===== config.mk =====
export PLATFORM = sky130hd
export DESIGN_NAME = mac_array_seq_flat
export DESIGN_NICKNAME = d
export VERILOG_FILES = /design/src/rtl/mac_seq_pkg.sv /design/src/rtl/mac_array_seq_if.sv /design/src/rtl/mac_seq_perf.sv /design/src/rtl/mac_array_seq.sv /design/src/flat_wrapper.sv
export SDC_FILE = /design/constraint.sdc
export NUM_CORES = 1
export LEC_CHECK = 0
export CAP_MARGIN = 5
export CELL_PAD_IN_SITES_DETAIL_PLACEMENT = 0
export CELL_PAD_IN_SITES_GLOBAL_PLACEMENT = 2
export CORE_MARGIN = 3
export CORE_UTILIZATION = 34
export CTS_CLUSTER_DIAMETER = 80
export DETAILED_ROUTE_END_ITERATION = 8
export PLACE_DENSITY = 0.93
export SLEW_MARGIN = 20
export SYNTH_ARGS = -nofsm -noshare
export SYNTH_HDL_FRONTEND = slang
export SYNTH_SLANG_ARGS = --single-unit

===== constraint.sdc =====
create_clock -name CLK -period 4.6 [get_ports CLK]
set_input_delay 0.92 -clock CLK [delete_from_list [all_inputs] [get_ports CLK]]
set_output_delay 0.92 -clock CLK [all_outputs]
set_load 0.01 [all_outputs]

===== src/rtl/mac_seq_pkg.sv =====
// Shared types and helpers for the systolic MAC array sequencer.
package mac_seq_pkg;

    typedef enum logic [2:0] {
        S_IDLE,
        S_LOADW,
        S_STREAM,
        S_DRAIN,
        S_DONE
    } mac_seq_state_t;

    localparam int unsigned MAC_PIPE_DEPTH = 3;
    // Drain length is mode_N plus this pad (pipeline depth minus one).
    localparam int unsigned DRAIN_PAD = MAC_PIPE_DEPTH - 1;

    function automatic int unsigned clamp_n(input int unsigned n, input int unsigned rows);
        return ((n == 0) || (n > rows)) ? rows : n;
    endfunction

endpackage


===== src/rtl/mac_array_seq_if.sv =====
// Handshake bundle between the layer FSM / staging buffers and the array sequencer.
interface mac_array_seq_if #(
    parameter int unsigned ROWS = 16,
    parameter int unsigned NW   = 5,
    parameter int unsigned TW   = 16
);
    logic            start;
    logic [NW-1:0]   cfg_n;
    logic [TW-1:0]   cfg_tiles;
    logic            w_valid;
    logic            w_ready;
    logic            in_valid;
    logic            in_ready;
    logic            out_stall;
    logic            clk_ws_enable;
    logic [ROWS-1:0] enW;
    logic            enI0;
    logic [NW-1:0]   mode_N;
    logic            busy;
    logic            done;

    modport master (
        output start, cfg_n, cfg_tiles, w_valid, in_valid, out_stall,
        input  w_ready, in_ready, clk_ws_enable, enW, enI0, mode_N, busy, done
    );

    modport slave (
        input  start, cfg_n, cfg_tiles, w_valid, in_valid, out_stall,
        output w_ready, in_ready, clk_ws_enable, enW, enI0, mode_N, busy, done
    );
endinterface


===== src/rtl/mac_seq_perf.sv =====
// Saturating busy/stall cycle counters for the array sequencer.
module mac_seq_perf (
    input  logic        clk,
    input  logic        rstn,
    input  logic        clear,
    input  logic        busy,
    input  logic        stall,
    output logic [31:0] perf_busy,
    output logic [31:0] perf_stall
);
    always_ff @(posedge clk) begin
        if (!rstn || clear) begin
            perf_busy  <= '0;
            perf_stall <= '0;
        end else begin
            if (busy && (perf_busy != '1))
                perf_busy <= perf_busy + 32'd1;
            if (busy && stall && (perf_stall != '1))
                perf_stall <= perf_stall + 32'd1;
        end
    end
endmodule


===== src/rtl/mac_array_seq.sv =====
// Weight-stationary MAC array sequencer: load weights, stream inputs, drain.
// Optional perf counters enabled by defining MAC_SEQ_PERF_CNT_EN.
module mac_array_seq
    import mac_seq_pkg::*;
#(
    parameter int unsigned ROWS = 16,
    parameter int unsigned NW   = 5,
    parameter int unsigned TW   = 16
) (
    input logic            CLK,
    input logic            RSTN,
    mac_array_seq_if.slave bus
`ifdef MAC_SEQ_PERF_CNT_EN
    ,
    output logic [31:0]    perf_busy,
    output logic [31:0]    perf_stall
`endif
);
    localparam int unsigned RW = (ROWS > 1) ? $clog2(ROWS) : 1;

    mac_seq_state_t state;
    logic [RW-1:0]  row_idx;
    logic [TW-1:0]  tile_cnt;
    logic [TW-1:0]  tiles;
    logic [NW:0]    drain_cnt;
    logic [NW-1:0]  mode_n;

    logic adv;
    logic w_ready;
    logic in_ready;
    logic w_fire;
    logic last_row;
    logic last_tile;
    logic last_drain;

    assign adv       = ~bus.out_stall;
    assign w_ready   = adv & (state == S_LOADW);
    assign in_ready  = adv & (state == S_STREAM);
    assign w_fire    = bus.w_valid & w_ready;

    assign last_row   = (NW'(row_idx) == (mode_n - NW'(1)));
    assign last_tile  = (tile_cnt == (tiles - TW'(1)));
    assign last_drain = ((drain_cnt + (NW+1)'(1)) == ((NW+1)'(mode_n) + (NW+1)'(DRAIN_PAD)));

    assign bus.clk_ws_enable = adv;
    assign bus.w_ready       = w_ready;
    assign bus.in_ready      = in_ready;
    // Enables stay combinational so they line up with the buffer data beat.
    assign bus.enW           = w_fire ? (ROWS'(1) << row_idx) : '0;
    assign bus.enI0          = bus.in_valid & in_ready;
    assign bus.mode_N        = mode_n;
    assign bus.busy          = (state != S_IDLE);
    assign bus.done          = (state == S_DONE);

    always_ff @(posedge CLK) begin
        if (!RSTN) begin
            state     <= S_IDLE;
            mode_n    <= '0;
            tiles     <= '0;
            row_idx   <= '0;
            tile_cnt  <= '0;
            drain_cnt <= '0;
        end else if (adv) begin
            unique case (state)
                S_IDLE: begin
                    if (bus.start) begin
                        state     <= S_LOADW;
                        mode_n    <= NW'(clamp_n(32'(bus.cfg_n), ROWS));
                        tiles     <= bus.cfg_tiles;
                        row_idx   <= '0;
                        tile_cnt  <= '0;
                        drain_cnt <= '0;
                    end
                end
                S_LOADW: begin
                    if (bus.w_valid) begin
                        row_idx <= row_idx + RW'(1);
                        if (last_row)
                            state <= (tiles == '0) ? S_DRAIN : S_STREAM;
                    end
                end
                S_STREAM: begin
                    if (bus.in_valid) begin
                        tile_cnt <= tile_cnt + TW'(1);
                        if (last_tile)
                            state <= S_DRAIN;
                    end
                end
                S_DRAIN: begin
                    drain_cnt <= drain_cnt + (NW+1)'(1);
                    if (last_drain)
                        state <= S_DONE;
                end
                S_DONE: begin
                    state <= S_IDLE;
                end
                default: state <= S_IDLE;
            endcase
        end
    end

`ifdef MAC_SEQ_PERF_CNT_EN
    mac_seq_perf u_perf (
        .clk        (CLK),
        .rstn       (RSTN),
        .clear      ((state == S_IDLE) & bus.start & adv),
        .busy       (state != S_IDLE),
        .stall      (bus.out_stall),
        .perf_busy  (perf_busy),
        .perf_stall (perf_stall)
    );
`endif

endmodule

===== src/flat_wrapper.sv =====
// flat-port wrapper written by rule: the top's interface ports become plain ports
module mac_array_seq_flat import mac_seq_pkg::*;
#(
    parameter int unsigned ROWS = 16,
    parameter int unsigned NW   = 5,
    parameter int unsigned TW   = 16
)
  (CLK, RSTN, bus_start, bus_cfg_n, bus_cfg_tiles, bus_w_valid, bus_in_valid, bus_out_stall, bus_w_ready, bus_in_ready, bus_clk_ws_enable, bus_enW, bus_enI0, bus_mode_N, bus_busy, bus_done);
  mac_array_seq_if #(.ROWS(ROWS), .NW(NW), .TW(TW)) bus_i ();
  input logic CLK;
  input logic RSTN;
  input wire logic [$bits(bus_i.start)-1:0] bus_start;
  input wire logic [$bits(bus_i.cfg_n)-1:0] bus_cfg_n;
  input wire logic [$bits(bus_i.cfg_tiles)-1:0] bus_cfg_tiles;
  input wire logic [$bits(bus_i.w_valid)-1:0] bus_w_valid;
  input wire logic [$bits(bus_i.in_valid)-1:0] bus_in_valid;
  input wire logic [$bits(bus_i.out_stall)-1:0] bus_out_stall;
  output wire logic [$bits(bus_i.w_ready)-1:0] bus_w_ready;
  output wire logic [$bits(bus_i.in_ready)-1:0] bus_in_ready;
  output wire logic [$bits(bus_i.clk_ws_enable)-1:0] bus_clk_ws_enable;
  output wire logic [$bits(bus_i.enW)-1:0] bus_enW;
  output wire logic [$bits(bus_i.enI0)-1:0] bus_enI0;
  output wire logic [$bits(bus_i.mode_N)-1:0] bus_mode_N;
  output wire logic [$bits(bus_i.busy)-1:0] bus_busy;
  output wire logic [$bits(bus_i.done)-1:0] bus_done;
  assign bus_i.start = bus_start;
  assign bus_i.cfg_n = bus_cfg_n;
  assign bus_i.cfg_tiles = bus_cfg_tiles;
  assign bus_i.w_valid = bus_w_valid;
  assign bus_i.in_valid = bus_in_valid;
  assign bus_i.out_stall = bus_out_stall;
  assign bus_w_ready = bus_i.w_ready;
  assign bus_in_ready = bus_i.in_ready;
  assign bus_clk_ws_enable = bus_i.clk_ws_enable;
  assign bus_enW = bus_i.enW;
  assign bus_enI0 = bus_i.enI0;
  assign bus_mode_N = bus_i.mode_N;
  assign bus_busy = bus_i.busy;
  assign bus_done = bus_i.done;
  mac_array_seq #(.ROWS(ROWS), .NW(NW), .TW(TW)) u_core (.CLK(CLK), .RSTN(RSTN), .bus(bus_i));
endmodule

==> run summary, run 1 <==
status - finished, final reports clean
CP endpoint kind - output pin
cts hold-fix bufs - 0
routed wire length - 8210 um
CP max stage delay - 0.55 ns
Starting DRT DRC Count - 149
Final nets - 500
Max Clock Freq - 0.244 GHz
critical path's slowest cell - clkdlybuf4s50_1
post-DP HPWL - 6320 um
YS warnings - 0
unrepaired setup endpoints after global routing - false
initial antenna violation count - 0
worst slew pin tran - 0.676 ns
Worst-path clk slew - 0.09 ns
Max clock buf depth - 2
Clock Skew - 0.00930 ns
Port Buffers - 53
Worst Path Required - 3.68 ns
# diodes - 0
Max Cap Violations - 0
clock tree from TritonCTS - yes
# setup viols final - 0
ys async rst share - 0%
Final Util - 43.1%
kind of critical path - input pin to output pin
Pwr Density - 335 nW/um2
commonest non-fill, non-tap cells in the layout - nand2_1, clkdlybuf4s50_1, dfxtp_1, nor2_1, xor2_1
CP Max Fanout - 8
number of detailed-route iterations in the first pass - 5
CTS Sinks - 50
vias in the first global route - 2773
Skew-Pair Late Insertion Delay - 0.30 ns
register area share after synthesis - 29.6%
drt wl/cell - 13.9 um
ys flop type - dfxtp_1
CTS H-tree lvls - 2
die width - 106 um
Rows - 35
final setup TNS - 0 ns
total leakage power - 1.55 nW
Post-Syn Instances - 420
crit share post-route - 89.2%
DR vias/cell - 5.10
Die Area - 11200 um2
GP Congestion - 0.821
share of layout cells above drive strength 1 - 4.78%
Hold Vio Cnt, Final - 0
final routed DRC violation total - 0
Syn Area/Cell - 8.06 um2
fin area - 4080 um2
#FFs+latches synth - 50
crit path time final - 4.10 ns
min-delay worst type - register to register
Initial Util - 35.8%
Die Span Y - 106 um
maximum vdd drop - 0.000120 V
Syn Std Cell Area - 3380 um2
Via Count - 3001
number of enable flip-flop cells after synthesis - 0
fin. max-slew vios - 0
area delta synth->final - 20.6%
first-pass GRT wire length - 13600 um
# IOs - 54
post-synthesis cell type count - 57
DP Area - 3990 um2
most numerous cell on the critical path - clkdlybuf4s50_1
Num CTS Buffers - 5
GRT Residual Overflow - 0
Final ANT Viol Nets - 0
Total Routing Usage GR - 14.8%
Critical Path AT - 3.18 ns
Syn Nets - 461
root buffer cell - clkbuf_8
Crit path buffers/inverters - 2
core area - 9460 um2
Worst path top cell family by delay - simple AND/OR/NAND/NOR gates
Slew Limit Headroom - 54.6%
largest net degree at the start of global routing - 35
# resized after CTS - 0
CP startpoint kind - input pin
setup repair bufs after CTS - 0
most common cell after layout, fill and taps aside - nand2_1
Cell Chain, Critical Path - clkdlybuf4s50_1 > nor4b_1 > nand2_1 > nor2_1 > and3_1 > clkdlybuf4s50_1
==> through the flow <==
step / cells / worst slack, ns / hold slack (ns) / total power, mW
floorplan: 420 / 1.53 / 0.443 / 0.953
global placement: 581 / 0.587 / 0.455 / 1.10
detailed placement: 581 / 0.510 / 0.466 / 1.11
CTS: 589 / 0.506 / 0.481 / 1.38
global route: 589 / 0.219 / 0.505 / 1.46
finish: 589 / 0.495 / 0.474 / 1.37
==> layer usage <==
layer	part of all wire (%)	track usage, %	up-vias	wire length (um)
li1	-	-	1538	-
met1	50	20.3	1417	4060
met2	47	24.3	36	3840
met3	2.4	2.27	10	194
met4	1.4	4.07	0	111
met5	0	0	-	0
==> layout make-up <==
cell class                      count  area, um2
Tap cell                          129        161
Timing Repair Buffer               56        553
Clock buffer                        7       86.3
Multi-Input combinational cell    332       2220
Sequential cell                    50       1000
Clock inverter                      1       5.00
Fill cell                        1003       5380
Inverter                           14       52.6
==> registers in the layout, indices dropped and copies added (netlist names) <==
register and cells:
u_core.row_idx 4, u_core.state 3, u_core.tile_cnt 16, u_core.bus.mode_N 5, u_core.drain_cnt 6, u_core.tiles 16
==> Yosys cell counts, types with 3 or more instances <==
library cell,count,area share [%]
a21boi_0,21,4.7
a21o_1,3,0.67
a21oi_1,12,1.8
and2_1,12,2.2
and3_1,16,3.0
clkbuf_1,20,2.2
dfxtp_1,50,30
ha_1,14,5.2
inv_1,14,1.6
mux2i_1,10,3.0
nand2_1,63,7.0
nand2b_1,3,0.55
nand3_1,13,1.9
nand3b_1,5,1.1
nand4_1,10,1.8
nor2_1,32,3.5
nor2b_1,5,0.92
nor3_1,5,0.74
nor3b_1,4,0.89
nor4_1,3,0.55
o21ai_0,13,1.9
o31ai_1,3,0.67
or3_1,6,1.1
xnor2_1,19,4.9
xor2_1,22,5.7
==> worst paths after layout <==
check	slack, ns	cells past startpoint	start	end
worst max register to register	2.19	9	u_core.tiles[0]	u_core.state[0]
worst min-delay path	0.47	1	u_core.drain_cnt[5]	u_core.drain_cnt[5]
worst max-delay path	0.50	6	bus_out_stall	bus_enW[1]
worst min register to register	0.47	1	u_core.drain_cnt[5]	u_core.drain_cnt[5]
==> cell families after synthesis <==
logic type | share of synthesized area, %
AO/OA/AOI/OAI | 14.6
XOR/XNOR | 12.0
adder cells (fa/ha/maj) | 5.18
buffers and inverters | 4.81
flip-flops | 29.6
multiplexers | 2.96
AND/OR/NAND/NOR | 30.9
==> where the power goes <==
| group | internal [mW] | switching, mW | total [mW] |
|---|---|---|---|
| Clock | 0.122 | 0.146 | 0.268 |
| Combinational | 0.264 | 0.277 | 0.541 |
| Sequential | 0.470 | 0.0865 | 0.557 |
Note: power is estimated with default switching activity, not from simulation.
==> run 2: changes to the inputs <==
Settings changed: ABC_AREA set to 1, CORE_UTILIZATION 34 to 32, GPL_ROUTABILITY_DRIVEN set to 0, PLACE_DENSITY 0.93 to 0.95.
==> run 2 against run 1 <==
- combinational power increased by 140%
- routed wire length increased by 5.7%
- cell area increased by 3.2%
- sequential share of layout area decreased by 0.76 points
- largest cell class unchanged
- highest routed layer unchanged
==> run summary, run 2 <==
R2R Path End - u_core.state[0]
Starting DRT DRC Count - 154 (+3.4%)
dpl cells - 709 (+22%)
fin. max-slew vios - 0 (unchanged)
Commonest cells post-synth - nand2_1, nor2_1, inv_1
CTS Sinks - 50 (unchanged)
YS warnings - 0 (unchanged)
hold depth - 2 (+1)
GRT Residual Overflow - 0 (unchanged)
Die Area - 12100 um2 (+8.0%)
cell taking the most area after synthesis - dfxtp_1
complex-gate fraction of the synthesized area - 10.7% (-3.9 points)
Port Buffers - 53 (unchanged)
post-synthesis cell type count - 34 (-40%)
pre-CTS setup slack - 0.652 ns (+0.142 ns)
Critical Path AT - 2.99 ns (-0.19 ns)
crit path time final - 3.91 ns (-0.199 ns)
worst slew pin tran - 0.576 ns (-0.0998 ns)
Rows - 37 (+5.7%)
clock tree from TritonCTS - yes
critical path's slowest cell - clkdlybuf4s50_1
crit share post-route - 84.9% (-4.3 points)
maximum vdd drop - 0.000252 V (+110%)
drt wl/cell - 12.1 um (-13%)
final routed DRC violation total - 0 (unchanged)
area delta synth->final - 21.9%
crit path capture - bus_enW[14]
Skew-Pair Late Insertion Delay - 0.30 ns (about the same)
Num CTS Buffers - 5 (unchanged)
Worst Path Required - 3.68 ns (about the same)
largest family of logic cells by synthesized area - simple AND/OR/NAND/NOR gates
Slew Limit Headroom - 61.5% (+7.0 points)
Max Cap Violations - 0 (unchanged)
Synth Area in XOR/XNOR - 7.10% (-4.9 points)
CP endpoint kind - output pin
#FFs+latches synth - 50 (unchanged)
min-delay worst type - register to register
post-DP HPWL - 6960 um (+10%)
Syn Std Cell Area - 3450 um2 (+2.1%)
Hold Vio Cnt, Final - 0 (unchanged)
Area contributors post-synth - dfxtp_1, nand2_1, nor2_1
commonest non-fill, non-tap cells in the layout - nand2_1, nor2_1, inv_1, clkdlybuf4s50_1, dfxtp_1
Critical Path Source - bus_out_stall
Worst-path clk slew - 0.09 ns (about the same)
Syn Nets - 572 (+24%)
number of enable flip-flop cells after synthesis - 0 (unchanged)
Via Count - 3413 (+14%)
Cell Chain, Critical Path - clkdlybuf4s50_1 > inv_1 > nand2_1 > nor2_1 > inv_1 > nor2_1 > nand2_1 > nor3_1 > clkdlybuf4s50_1
setup ws final - 0.694 ns (+0.199 ns)
vias in the first global route - 3076 (+11%)
Clock Skew - 0.00812 ns (-0.00118 ns)
number of detailed-route iterations in the first pass - 4 (-1)
Max Clock Freq - 0.256 GHz (+5.1%)
top-count cell post-synth - nand2_1
most common cell after layout, fill and taps aside - nand2_1
mux cell area share after synthesis - 0% (-3.0 points)
Worst path top cell family by delay - buffers and inverters
cts hold-fix bufs - 0 (unchanged)
root buffer cell - clkbuf_8
# setup viols final - 0 (unchanged)
first-pass GRT wire length - 14700 um (+8.0%)
ys flop type - dfxtp_1
worst r2r src - u_core.bus.mode_N[0]
R2R setup slack - 2.33 ns (+0.14 ns)
Max clock buf depth - 2 (unchanged)
routed wire length - 8680 um (+5.7%)
ys async rst share - 0% (unchanged)
share of layout cells above drive strength 1 - 6.02% (+1.2 points)
Simple-Gate Fraction of Synth Area - 39.1% (+8.2 points)
kind of critical path - input pin to output pin
final setup TNS - 0 ns (unchanged)
total leakage power - 1.74 nW (+13%)
status - finished, final reports clean
unrepaired setup endpoints after global routing - false
# IOs - 54 (unchanged)
CP Max Fanout - 8 (unchanged)
Synth top area share - 29.0% (-0.60 points)
Final nets - 621 (+24%)
Pwr Density - 532 nW/um2 (+59%)
adder-cell area share of the yosys netlist - 5.07% (-0.10 points)
CP startpoint kind - input pin
# resized after CTS - 0 (unchanged)
core area - 10400 um2 (+10%)
Top Registers - u_core.tile_cnt x16, u_core.tiles x16, u_core.drain_cnt x6
Die Span Y - 110 um (+3.9%)
die width - 110 um (+3.9%)
largest net degree at the start of global routing - 27 (-23%)
Post-Syn Instances - 531 (+26%)
# diodes - 0 (unchanged)
Syn Area/Cell - 6.51 um2 (-19%)
Initial Util - 33.2% (-2.6 points)
Crit path buffers/inverters - 4 (+2)
Final ANT Viol Nets - 0 (unchanged)
register area share after synthesis - 29.0% (-0.60 points)
DR vias/cell - 4.76 (-6.6%)
Total Routing Usage GR - 15.2% (+0.34 points)
CP max stage delay - 0.58 ns (+0.03 ns)
WHS - 0.473 ns (-0.000801 ns)
setup repair bufs after CTS - 0 (unchanged)
Reg2Reg Depth - 12 (+3)
Crit. path cell count - 9 (+3)
initial antenna violation count - 0 (unchanged)
post-route insts no fill - 717 (+22%)
CTS H-tree lvls - 2 (unchanged)
==> run 2: cell count changes after synthesis, sizes merged, moves of 21 or more <==
| cell | change |
|---|---|
| nor2 | +59 |
| inv | +52 |
| nand2 | +50 |
| nand3 | +23 |
| a21oi | +22 |
| a21boi | -21 |
| o21ai | +21 |
==> run 2: kinds of logic (layout without fill, tap and decap cells) <==
family,after synthesis,in the layout
flip-flops,50,50
adder cells (fa/ha/maj),14,14
AND/OR/NAND/NOR,288,288
AO/OA/AOI/OAI,72,72
XOR/XNOR,28,28
buffers and inverters,79,129
==> run 2: tightest hold or removal path: stages (launching register included) <==
cell     delay, ns
dfxtp_1       0.32
nand2_1       0.06
a21oi_1       0.05
==> run 2: worst min-delay path by stage <==
| stage | to | from |
|---|---|---|
| 2_1_floorplan | u_core.drain_cnt[4] | u_core.drain_cnt[4] |
| 3_3_place_gp | u_core.drain_cnt[4] | u_core.drain_cnt[4] |
| 3_5_place_dp | u_core.drain_cnt[4] | u_core.drain_cnt[4] |
| 4_1_cts | u_core.drain_cnt[4] | u_core.drain_cnt[4] |
| 5_1_grt | u_core.drain_cnt[4] | u_core.drain_cnt[4] |
| 6_report | u_core.drain_cnt[4] | u_core.drain_cnt[4] |
==> run 2: layer usage <==
metal | wire length (um) | part of all wire, % | global-route usage (%)
met2 | 3750 | 43 | 23.6
met3 | 390 | 4.5 | 2.11
met4 | 91 | 1.0 | 3.56
met5 | 0 | 0 | 0
met1 | 4440 | 51 | 22.0
==> run 2: final cells by class <==
cell class / count / area [um2]
clock inverters: 1 / 30.0
fillers: 1119 / 6210
flip-flops and latches: 50 / 1000
clock buffers: 7 / 76.3
multi-input cells: 402 / 2140
well taps: 136 / 170
inverters: 67 / 254
repair buffers: 54 / 538
==> run 2: power by group <==
group	internal (mW)	switching (mW)
registers	0.529	0.114
clock network	0.163	0.147
logic	0.460	0.826
==> run 2: metrics by stage <==
stage,power (mW),area [um2],util [%]
final,2.24,4210,40.4
after global routing,2.49,4210,40.4
after CTS,2.27,4210,40.4
after detailed placement,1.95,4100,39.4
after global placement,1.95,4100,39.4
after floorplan,1.63,3450,-
==> run 3: changes to the inputs <==
Settings changed: CORE_UTILIZATION 32 to 26, PLACE_DENSITY 0.95 to 0.83.
Clock period 4.6 ns to 3.4 ns, I/O delays scaled along.
==> run 3 against run 2 <==
- register-to-register slack got worse by 1.2 ns
- clock power grew 68%
- core utilization shrank 6.5 points
- final cell count rose by 5.6%
- non-clock buffer count up 4
- total power is 42% higher
- combinational power is 39% higher
==> run summary, run 3 (same netlist as run 2, synthesis figures left out) <==
final routed DRC violation total - 0 (unchanged)
first-pass GRT wire length - 16300 um (+11%)
Total Routing Usage GR - 13.7% (-1.5 points)
setup repair bufs after CTS - 0 (unchanged)
Num CTS Buffers - 5 (unchanged)
worst r2r src - u_core.bus.mode_N[0]
DR vias/cell - 4.55 (-4.4%)
Int Pwr - 1.64 mW (+43%)
Via Count - 3445 (+0.94%)
Pwr Density - 732 nW/um2 (+38%)
maximum vdd drop - 0.000299 V (+18%)
Die Area - 14700 um2 (+22%)
worst slew pin tran - 0.516 ns (-0.0601 ns)
Max clock buf depth - 2 (unchanged)
crit path time final - 3.25 ns
# setup viols final - 0 (unchanged)
Critical Path Source - bus_out_stall
CTS H-tree lvls - 2 (unchanged)
# resized after CTS - 0 (unchanged)
area delta synth->final - 25.8%
Psw - 1.54 mW (+41%)
# IOs - 54 (unchanged)
status - finished, final reports clean
WL met3 - 351 um (-10%)
CTS Sinks - 50 (unchanged)
switching part of the total power - 48.3% (-0.24 points)
most common cell after layout, fill and taps aside - nand2_1
Skew-Pair Late Insertion Delay - 0.29 ns (about the same)
fin area - 4340 um2 (+3.2%)
Final ANT Viol Nets - 0 (unchanged)
Clock Skew - 0.00833 ns (+0.000216 ns)
part of the power in combinational logic - 56.2% (-1.3 points)
Initial Util - 26.9% (-6.2 points)
Reg area - 1000 um2 (unchanged)
post-DP HPWL - 7600 um (+9.1%)
die width - 121 um (+10%)
final setup TNS - 0 ns (unchanged)
DP Area - 4180 um2 (+1.8%)
kind of critical path - input pin to output pin
Max Clock Freq - 0.307 GHz
largest net degree at the start of global routing - 27 (unchanged)
routed wire length - 9540 um (+9.9%)
unrepaired setup endpoints after global routing - false
share of layout cells above drive strength 1 - 7.35% (+1.3 points)
root buffer cell - clkbuf_16
Final nets - 625 (+0.64%)
Flop pwr share - 27.4% (-1.3 points)
Slew Limit Headroom - 65.5% (+3.9 points)
M1 wire length - 4940 um (+11%)
Hold Path Origin - u_core.drain_cnt[4]
CP Max Fanout - 8 (unchanged)
cts hold-fix bufs - 0 (unchanged)
total leakage power - 1.86 nW (+6.7%)
area of the multi-input gates - 2150 um2 (+0.35%)
Max Cap Violations - 0 (unchanged)
Die Span Y - 121 um (+10%)
GRT Residual Overflow - 0 (unchanged)
Hold Vio Cnt, Final - 0 (unchanged)
Starting DRT DRC Count - 157 (+1.9%)
Max Used Layer - met4
Top Registers - u_core.tile_cnt x16, u_core.tiles x16, u_core.drain_cnt x6
# diodes - 0 (unchanged)
CP startpoint kind - input pin
Port Buffers - 53 (unchanged)
Rows - 41 (+11%)
Critical Path AT - 2.57 ns (-0.42 ns)
Detail Route met2 WL - 4150 um (+11%)
number of detailed-route iterations in the first pass - 5 (+1)
vias in the first global route - 3308 (+7.5%)
initial antenna violation count - 0 (unchanged)
Worst-path clk slew - 0.06 ns (-0.03 ns)
Worst Path Required - 2.72 ns (-0.96 ns)
CP endpoint kind - output pin
commonest non-fill, non-tap cells in the layout - nand2_1, nor2_1, inv_1, dfxtp_1, clkdlybuf4s50_1
crit share post-route - 95.7%
min-delay worst type - register to register
filler instances - 1427 (+28%)
fin. max-slew vios - 0 (unchanged)
core area - 12800 um2 (+23%)
clock tree from TritonCTS - yes
drt wl/cell - 12.6 um (+4.1%)
clock power share - 16.4% (+2.6 points)
-- run 3: changes by cell type in the layout (fill, tap and decap cells not counted), sizes merged --
cell and change:
bufinv -1, clkdlybuf4s50 -4, buf +4, dlymetal6s2s +4, clkinv +1
-- run 3: worst max-delay path: stages --
cell and delay (ns):
clkdlybuf4s50_1 0.46, inv_1 0.10, nand2_1 0.07, nor2_1 0.14
inv_1 0.08, nor2_2 0.15, nand2_2 0.15, nor3_1 0.18
clkdlybuf4s50_1 0.57
-- run 3: power by group through the flow --
stage | Clock [mW] | Sequential, mW | Combinational (mW)
final | 0.520 | 0.872 | 1.79
after global routing | 0.559 | 0.902 | 2.09
after CTS | 0.536 | 0.872 | 1.80
after detailed placement | 0 | 0.885 | 1.79
after global placement | 0 | 0.883 | 1.79
after floorplan | 0 | 0.841 | 1.36
-- run 3: path summary, 6_finish.rpt --
| path | endpoint | slack [ns] | cells after the start |
|---|---|---|---|
| max | bus_enW[6] | 0.15 | 9 |
| min | u_core.drain_cnt[4] | 0.47 | 2 |
| max reg2reg | u_core.state[0] | 1.12 | 12 |
| min reg2reg | u_core.drain_cnt[4] | 0.47 | 2 |
-- run 3: per-layer routing --
layer	vias to the layer above	track usage [%]
li1	1832	-
met1	1546	20.1
met2	61	20.9
met3	6	2.10
met4	0	3.22
met5	-	0
-- run 3: stage by stage --
step                util, %  total power, mW  setup WS [ns]  hold slack (ns)  std cells
floorplan                 -             2.21           1.09            0.440        531
global placement       32.6             2.67          0.119            0.450        749
detailed placement     32.6             2.68        0.00778            0.457        749
CTS                    33.7             3.21         0.0102            0.466        757
global route           33.9             3.55         0.0137            0.486        757
finish                 33.9             3.18          0.147            0.467        757
-- run 3: area by class of cell --
cell class,instances,area share [%]
Clock buffer,7,3.28
Clock inverter,1,0.115
Inverter,67,5.85
Multi-Input combinational cell,402,49.5
Sequential cell,50,23.0
Tap cell,172,4.95
Timing Repair Buffer,58,13.3
